--- src/rtl/systolic_driver_pkg.sv ---
// Shared types and array timing constants for the 2x2 systolic array driver.
package systolic_driver_pkg;

    typedef enum logic [1:0] {
        ST_IDLE,
        ST_LOAD,
        ST_RUN,
        ST_DRAIN
    } state_t;

    // Array result latencies, counted from the cycle x0 is presented.
    localparam int ARR_LAT_Y0 = 2;
    localparam int ARR_LAT_Y1 = 3;
    // Extra cycles x1 trails x0 on the array operand lanes.
    localparam int X_SKEW     = 1;

    typedef struct packed {
        logic valid;
        logic last;
    } tag_t;

endpackage

--- src/rtl/sd_result_fifo.sv ---
// Synchronous result FIFO whose head entry, valid flag and count are all registered.
module sd_result_fifo #(
    parameter int WIDTH = 17,
    parameter int DEPTH = 4
) (
    input  logic                     clk,
    input  logic                     reset,
    input  logic                     push,
    input  logic [WIDTH-1:0]         push_data,
    input  logic                     pop_ready,
    output logic                     valid,
    output logic [WIDTH-1:0]         data,
    output logic [$clog2(DEPTH):0]   count
);

    localparam int AW = $clog2(DEPTH);
    localparam logic [AW:0] FULL_COUNT = (AW + 1)'(DEPTH);

    logic [WIDTH-1:0] mem [DEPTH];
    logic [AW-1:0]    wr_ptr, rd_ptr, rd_ptr_next;
    logic [AW:0]      count_next;
    logic [WIDTH-1:0] data_next;
    logic             do_push, do_pop;

    assign do_pop  = valid && pop_ready;
    assign do_push = push && ((count != FULL_COUNT) || do_pop);

    // NOTE: every always_comb output gets a default first so no path leaves it unassigned (no latch).
    always_comb begin
        rd_ptr_next = rd_ptr;
        count_next  = count + (AW + 1)'(do_push) - (AW + 1)'(do_pop);
        data_next   = '0;
        if (do_pop) begin
            rd_ptr_next = rd_ptr + 1'b1;
        end
        // The new head is the slot being written only when it becomes the sole entry.
        if (count_next != '0) begin
            if (do_push && (rd_ptr_next == wr_ptr)) begin
                data_next = push_data;
            end else begin
                data_next = mem[rd_ptr_next];
            end
        end
    end

    // NOTE: state uses non-blocking assignments so every register samples pre-edge values.
    // NOTE: storage is reset too, so a reset leaves no stale results readable.
    always_ff @(posedge clk or negedge reset) begin
        if (!reset) begin
            for (int i = 0; i < DEPTH; i++) begin
                mem[i] <= '0;
            end
            wr_ptr <= '0;
            rd_ptr <= '0;
            count  <= '0;
            valid  <= 1'b0;
            data   <= '0;
        end else begin
            if (do_push) begin
                mem[wr_ptr] <= push_data;
                wr_ptr      <= wr_ptr + 1'b1;
            end
            rd_ptr <= rd_ptr_next;
            count  <= count_next;
            valid  <= (count_next != '0);
            data   <= data_next;
        end
    end

endmodule

--- src/rtl/systolic_driver.sv ---
// Feeds a 2x2 weight-stationary systolic array with skewed operands and buffers de-skewed results.
module systolic_driver
    import systolic_driver_pkg::*;
#(
    parameter int DATA_WIDTH = 8,
    parameter int FIFO_DEPTH = 4
) (
    input  logic                  clk,
    input  logic                  reset,
    input  logic                  cfg_valid,
    output logic                  cfg_ready,
    input  logic [DATA_WIDTH-1:0] cfg_w00,
    input  logic [DATA_WIDTH-1:0] cfg_w01,
    input  logic [DATA_WIDTH-1:0] cfg_w10,
    input  logic [DATA_WIDTH-1:0] cfg_w11,
    input  logic                  in_valid,
    output logic                  in_ready,
    input  logic                  in_last,
    input  logic [DATA_WIDTH-1:0] in_x0,
    input  logic [DATA_WIDTH-1:0] in_x1,
    output logic                  out_valid,
    input  logic                  out_ready,
    output logic                  out_last,
    output logic [DATA_WIDTH-1:0] out_y0,
    output logic [DATA_WIDTH-1:0] out_y1,
    output logic                  arr_load_weights,
    output logic                  arr_start,
    output logic [DATA_WIDTH-1:0] arr_w00,
    output logic [DATA_WIDTH-1:0] arr_w01,
    output logic [DATA_WIDTH-1:0] arr_w10,
    output logic [DATA_WIDTH-1:0] arr_w11,
    output logic [DATA_WIDTH-1:0] arr_x0,
    output logic [DATA_WIDTH-1:0] arr_x1,
    input  logic [DATA_WIDTH-1:0] arr_y0,
    input  logic [DATA_WIDTH-1:0] arr_y1,
    output logic                  busy,
    output logic                  done
);

    localparam int CW = $clog2(FIFO_DEPTH) + 1;
    localparam int FW = 2 * DATA_WIDTH + 1;

    state_t                 state, state_next;
    tag_t                   x0_tag;
    tag_t [ARR_LAT_Y1:1]    tag_pipe;
    logic [DATA_WIDTH-1:0]  x1_dly   [X_SKEW];
    logic                   x1_dly_v [X_SKEW];
    logic [DATA_WIDTH-1:0]  y0_q;
    logic [CW-1:0]          inflight, inflight_next;
    logic [CW-1:0]          fifo_count, fifo_count_next;
    logic [CW:0]            credit_sum;
    logic                   in_ready_next, done_next;
    logic                   cfg_fire, accept, push, pop;
    logic [FW-1:0]          push_data, fifo_data;

    assign cfg_fire  = cfg_valid && cfg_ready;
    assign accept    = in_valid && in_ready;
    assign push      = tag_pipe[ARR_LAT_Y1].valid;
    assign pop       = out_valid && out_ready;
    assign push_data = {tag_pipe[ARR_LAT_Y1].last, arr_y1, y0_q};

    always_ff @(posedge clk or negedge reset) begin
        if (!reset) begin
            state <= ST_IDLE;
        end else begin
            state <= state_next;
        end
    end

    always_comb begin
        state_next      = state;
        inflight_next   = inflight + CW'(accept) - CW'(push);
        fifo_count_next = fifo_count + CW'(push) - CW'(pop);
        credit_sum      = {1'b0, fifo_count_next} + {1'b0, inflight_next};
        unique case (state)
            ST_IDLE:  if (cfg_fire) state_next = ST_LOAD;
            ST_LOAD:  state_next = ST_RUN;
            ST_RUN:   if (accept && in_last) state_next = ST_DRAIN;
            ST_DRAIN: if (push && tag_pipe[ARR_LAT_Y1].last) state_next = ST_IDLE;
            default:  state_next = ST_IDLE;
        endcase
        // Credit covers every vector already in the array, so a push never meets a full FIFO.
        in_ready_next = (state_next == ST_RUN) && (credit_sum < (CW + 1)'(FIFO_DEPTH));
        done_next     = (state == ST_DRAIN) && (state_next == ST_IDLE);
    end

    always_ff @(posedge clk or negedge reset) begin
        if (!reset) begin
            cfg_ready        <= 1'b1;
            in_ready         <= 1'b0;
            busy             <= 1'b0;
            done             <= 1'b0;
            arr_load_weights <= 1'b0;
            arr_start        <= 1'b0;
            arr_w00          <= '0;
            arr_w01          <= '0;
            arr_w10          <= '0;
            arr_w11          <= '0;
            arr_x0           <= '0;
            arr_x1           <= '0;
            x0_tag           <= '0;
            tag_pipe         <= '0;
            y0_q             <= '0;
            inflight         <= '0;
            for (int i = 0; i < X_SKEW; i++) begin
                x1_dly[i]   <= '0;
                x1_dly_v[i] <= 1'b0;
            end
        end else begin
            cfg_ready        <= (state_next == ST_IDLE);
            in_ready         <= in_ready_next;
            busy             <= (state_next != ST_IDLE);
            done             <= done_next;
            arr_load_weights <= (state_next == ST_LOAD);
            if (cfg_fire) begin
                arr_w00 <= cfg_w00;
                arr_w01 <= cfg_w01;
                arr_w10 <= cfg_w10;
                arr_w11 <= cfg_w11;
            end
            arr_x0       <= accept ? in_x0 : '0;
            x0_tag       <= '{valid: accept, last: accept && in_last};
            x1_dly[0]    <= accept ? in_x1 : '0;
            x1_dly_v[0]  <= accept;
            for (int i = 1; i < X_SKEW; i++) begin
                x1_dly[i]   <= x1_dly[i-1];
                x1_dly_v[i] <= x1_dly_v[i-1];
            end
            arr_x1    <= x1_dly_v[X_SKEW-1] ? x1_dly[X_SKEW-1] : '0;
            arr_start <= accept || x1_dly_v[X_SKEW-1];
            tag_pipe  <= {tag_pipe[ARR_LAT_Y1-1:1], x0_tag};
            if (tag_pipe[ARR_LAT_Y0].valid) begin
                y0_q <= arr_y0;
            end
            inflight <= inflight_next;
        end
    end

    sd_result_fifo #(
        .WIDTH (FW),
        .DEPTH (FIFO_DEPTH)
    ) u_result_fifo (
        .clk       (clk),
        .reset     (reset),
        .push      (push),
        .push_data (push_data),
        .pop_ready (out_ready),
        .valid     (out_valid),
        .data      (fifo_data),
        .count     (fifo_count)
    );

    assign out_last = fifo_data[FW-1];
    assign out_y1   = fifo_data[2*DATA_WIDTH-1:DATA_WIDTH];
    assign out_y0   = fifo_data[DATA_WIDTH-1:0];

endmodule
--- config.mk ---
export PLATFORM = sky130hd
export DESIGN_NAME = systolic_driver
export DESIGN_NICKNAME = d
export VERILOG_FILES = /design/src/rtl/systolic_driver_pkg.sv /design/src/rtl/sd_result_fifo.sv /design/src/rtl/systolic_driver.sv
export SDC_FILE = /design/constraint.sdc
export NUM_CORES = 1
export LEC_CHECK = 0
export ABC_AREA = 1
export CAP_MARGIN = 10
export CORE_ASPECT_RATIO = 1.25
export CORE_MARGIN = 2
export CORE_UTILIZATION = 45
export DETAILED_ROUTE_END_ITERATION = 16
export HOLD_SLACK_MARGIN = 0.15
export PLACE_DENSITY_LB_ADDON = 0.05
export RECOVER_POWER = 25
export SYNTH_ARGS = -nofsm -noshare
export SYNTH_HDL_FRONTEND = slang
export SYNTH_SLANG_ARGS = --single-unit
--- constraint.sdc ---
create_clock -name clk -period 7.7 [get_ports clk]
set_input_delay 1.54 -clock clk [delete_from_list [all_inputs] [get_ports clk]]
set_output_delay 1.54 -clock clk [all_outputs]
set_load 0.1 [all_outputs]
Word level (Yosys, flattened, before mapping). Cells that the tools add are included.

Mux-type cells: 16. Multiply operators: 0. Bitwise logic cells: 2. Reduce and logical (&&, ||, !) cells: 16. Div/mod/pow operators: 0. $lt $le $gt $ge: 4. Shift operators: 0. Add/sub/neg operators: 9. Equal/unequal tests: 7.

Operators by type and width (count): two-way mux 17 bit (5); bitwise mux 68 bit (1); binary-select mux 17 bit (select 2 bit) (1); demux 17 bit (select 2 bit) (1); two-way mux 8 bit (3); logical AND 1 bit (10); adder 3 x 1 -> 3 bit (3); subtractor 3 x 1 -> 3 bit (3); two-way mux 2 bit (4); case mux 2 bit (4 select lines) (1); == test 2 bit, second input constant (3); >= comparator 3 bit, second input constant (2); NOT 2 -> 3 bit (2); adder 2 x 1 -> 2 bit, second input constant (2); adder 3 x 3 -> 4 bit (1); == test 2 x 1 -> 1 bit, second input constant (2); logical NOT 2 bit (2); < comparator 4 x 3 -> 1 bit, second input constant (1); < comparator 3 x 1 -> 1 bit, second input constant (1); inequality test 3 bit, second input constant (1); nonzero test 3 bit (1); == test 2 bit (1); logical OR 1 bit (2); nonzero test 2 bit (1).

Bits of input ports: 70. Memory bits (writable): 0. Memory bits (read-only): 0. Bits in latches: 0. Memories kept: 0. Register bits after elaboration: 176.

Depth between registers and ports, before layout.
Depth in word-level cells: 8. Depth in mapped cells: 13.

Hierarchy. A second synthesis with hierarchy kept.

Cell total of the unflattened synthesis: 897. Area, all modules: 7752.4 sq um.

By module, submodules not included: sd_result_fifo (area an instance 4594.4 sq um, instances 1, sequential area each 2327.2 sq um, cells each 594); systolic_driver (area an instance 3158.0 sq um, instances 1, sequential area each 2078.2 sq um, cells each 303).

Least setup slack after synthesis. Ideal clock, no wire load.

Path kind: in2reg. Start: in in_valid. End: reg in_ready. Stages: 11. Data required time: 7.628 ns. Path buffers: 1. Arrival time: 3.638 ns. Setup time: 0.072 ns. Path slack: 3.990 ns. Path through: nand2_1 > clkbuf_1 > ha_1 > inv_1 > ha_1 > fa_1 > xor2_1 > ha_1 > nor3_1 > nand3_1 > nor2_1.

Longest elaborated chain between the ends: 6. Elaborated cells on any way between the ends: 10. Those cells by class: 3 x add/sub; 1 x order compare; 1 x eq/ne; 2 x mux; 3 x reduce/logical.

RTL lines: from (decl) (line systolic_driver.sv:16) `input logic in_valid,`; logical AND 1 bit (line systolic_driver.sv:57) `assign accept = in_valid && in_ready;`; adder 3 x 1 -> 3 bit (line systolic_driver.sv:72) `inflight_next = inflight + CW'(accept) - CW'(push);`; subtractor 3 x 1 -> 3 bit (line systolic_driver.sv:72); net inflight_next[2] (line systolic_driver.sv:49) `logic [CW-1:0] inflight, inflight_next;`; adder 3 x 3 -> 4 bit (line systolic_driver.sv:74) `credit_sum = {1'b0, fifo_count_next} + {1'b0, inflight_next};`; < comparator 4 x 3 -> 1 bit (line systolic_driver.sv:83) `in_ready_next = (state_next == ST_RUN) && (credit_sum < (CW + 1)'(FIFO_DEPTH));`; logical AND 1 bit (line systolic_driver.sv:83); net in_ready_next (line systolic_driver.sv:52) `logic in_ready_next, done_next;`; to (signal assigned) (line systolic_driver.sv:111) `in_ready <= in_ready_next;`; to (decl) (line systolic_driver.sv:17) `output logic in_ready,`.

The timed path passes the listed nets, and every way through them passes these cells. A chain may end at the register's enable or synchronous reset.

Worst setup path after layout. Ends and elaborated chain as after synthesis.

==> flow_summary.ini <==
[run_status]
status = finished clean

[route]
drt-initial-drc-count = 350
vias = 5766
viasPerCell = 4.91
first_pass_iters = 6
ant_nets = 0
drcViolationCount = 0
wl_um = 17600
wl_per_cell_um = 15.0

[critical_path]
crit_required_ns = 8.06
slowest_stage = clkdlybuf4s50_1
crit_path_start_kind = primary input
cp_max_fo = 19
end_kind = flop
cpMostUsedCell = ha_1
path_delay_family = adder cells
path_buf_inv = 2
slowest_delay_ns = 0.45
arrival_ns = 4.28
crit_type = in2reg
path_cells = clkdlybuf4s50_1 > nand2_1 > ha_1 > inv_1 > ha_1 > fa_1 > xor2_1 > ha_1 > nor3_1 > nand3_1 > nor2_1

[logic_synthesis]
avgSynthCellArea_um2 = 9.40
ys_async_sr_fraction_pct = 100
synth_edf_count = 0
synth.most_common_cell = dfrtp_1
synth_area_um2 = 7590
synthTopCellsByArea = dfrtp_1 58%, nand2_1 7.9%, inv_1 6.5%, nand3_1 5.9%, o21ai_0 4.8%
yosysTopAreaCellShare_pct = 57.7
ys_seq_elements = 176
synth_top_cell_by_area = dfrtp_1
ys.flop_type = dfrtp_1
synth_nets = 892
ys_types = 30
ys_seq_area_share_pct = 58.0
yosysWarnings = 0
syn_inst = 808
synth_commonest_cells = 175 x dfrtp_1, 159 x nand2_1, 132 x inv_1

[cts]
cts_tree = done
numCtsBuffers = 17
postCtsHoldBufs = 0
clk_latency_ns = 0.43
clk_pin_slew_ns = 0.06
htree_levels = 4
cts_root_buffer = clkbuf_16
clockBufferDepth = 2
cts_resized = 0
clock-sinks = 176
cts_setup_buffers = 0

[floorplanning]
start_util_pct = 45.6
die_height_um = 149
die_x_um = 120
dieArea_um2 = 17900
ioPinCount = 142
std_cell_rows = 53
core_um2 = 16600

[global_route]
grt_max_degree = 109
antenna_found_initial = 1
grt-ovfl-total = 0
grt_pass1_wl_um = 29300
first_global_vias = 5883
track_usage_pct = 20.9

[cells_and_area]
nNetsFinal = 1025
drive_above_1_share_pct = 10.9
area_growth_pct = 27.9
post-route-util_pct = 58.4
antenna_cells = 0

[timing]
period_needed_ns = 3.93
skew_ns = 0.00659
rsz0062_at_grt = no
setup_viol = 0
hold_viol = 0
max_slew_margin_pct = 31.2
max_freq_mhz = 255
worst_pin_slew_ns = 1.03
tns_ns = 0
final_max_slew_viol_count = 0
worst_hold_slack_ns = 0.347
period_share_pct = 51.0

[run]
drv_cap = 0

[placed_design]
io_buffers = 141
gp_congestion = 0.765
dp_hpwl_um = 11000

[hold_path]
hold_class = reg2reg
[worst paths after layout]
path / endpoint / start / slack (ns) / cells after the start
max in group asynchronous: u_result_fifo.data[8]$_DFF_PN0_ / reset / 4.99 / 2
max: in_ready$_DFF_PN0_ / in_valid / 3.77 / 11
max reg2reg: in_ready$_DFF_PN0_ / in_ready$_DFF_PN0_ / 4.95 / 10
min: push_data[16]$_DFF_PN0_ / tag_pipe[2]$_DFF_PN0_ / 0.35 / 0
min in group asynchronous: u_result_fifo.data[15]$_DFF_PN0_ / reset / 1.20 / 1
min reg2reg: push_data[16]$_DFF_PN0_ / tag_pipe[2]$_DFF_PN0_ / 0.35 / 0
[per-layer routing]
metal / share of wire (%) / vias up / track usage (%)
li1: - / 2761 / -
met1: 41 / 2805 / 25.8
met2: 50 / 183 / 34.7
met3: 8.3 / 15 / 7.38
met4: 1.1 / 2 / 6.29
met5: 0.063 / - / 0
[layout by cell type (no fill, tap or decap), drive strengths merged]
master         netlist  layout
xnor2                2       2
nand3               93      93
nand4                2       2
dfstp                1       1
clkinvlp             0       5
or2                  1       1
nor3                 2       2
clkdlybuf4s50        0     131
fa                   3       3
a211o                1       1
o21ai               77      77
buf                 24       8
a21oi                1       1
nand2              168     168
mux2                32      32
xor2                 4       4
bufinv               0       2
ha                  11      11
inv                136     136
clkbuf              10      18
dfrtp              175     175
nor2                65      65
dlygate4sd3          0       9
clkinv               0       7
[sequential cells by signal, indices dropped and copies added, names as in the netlist, 2 cells and up]
name and flops:
u_result_fifo.rd_ptr 2, tag_pipe 4, y0_q 8, arr_x1 8, u_result_fifo.wr_ptr 2, arr_w10 8
inflight 3, u_result_fifo.mem 68, arr_w11 8, arr_x0 8, u_result_fifo.count 3, state 2
arr_w00 8, arr_w01 8, x1_dly 8, u_result_fifo.data 17
[final cells by class]
class                           count  area [µm²]
Clock buffer                       18         429
Multi-Input combinational cell    462        2480
Timing Repair Buffer              148        1470
Clock inverter                     14         144
Fill cell                        1466        6930
Tap cell                          220         275
Sequential cell                   176        4410
Inverter                          136         510
[per-stage QoR]
stage          instances  setup WS (ns)  cell area (µm²)
4_1_cts             1174           3.75             9710
3_5_place_dp        1142           3.33             9140
5_1_grt             1174           3.55             9710
3_3_place_gp        1142           3.37             9140
2_1_floorplan        808           3.99             7590
6_report            1174           3.77             9710
[cells by family (layout without fill, tap and decap cells)]
| kind of cell | count (synthesis) | after routing | share of synthesized area, % |
|---|---|---|---|
| AO/OA/AOI/OAI | 79 | 79 | 5.26 |
| XOR/XNOR | 6 | 6 | 0.692 |
| AND/OR/NAND/NOR | 331 | 331 | 19.4 |
| multiplexers | 32 | 32 | 4.75 |
| flip-flops | 176 | 176 | 58.0 |
| adder cells (fa/ha/maj) | 14 | 14 | 2.60 |
| buffers and inverters | 170 | 316 | 9.28 |
Power is not shown: default switching activity piles up to over one toggle a cycle in this logic, so the estimate is an artifact.
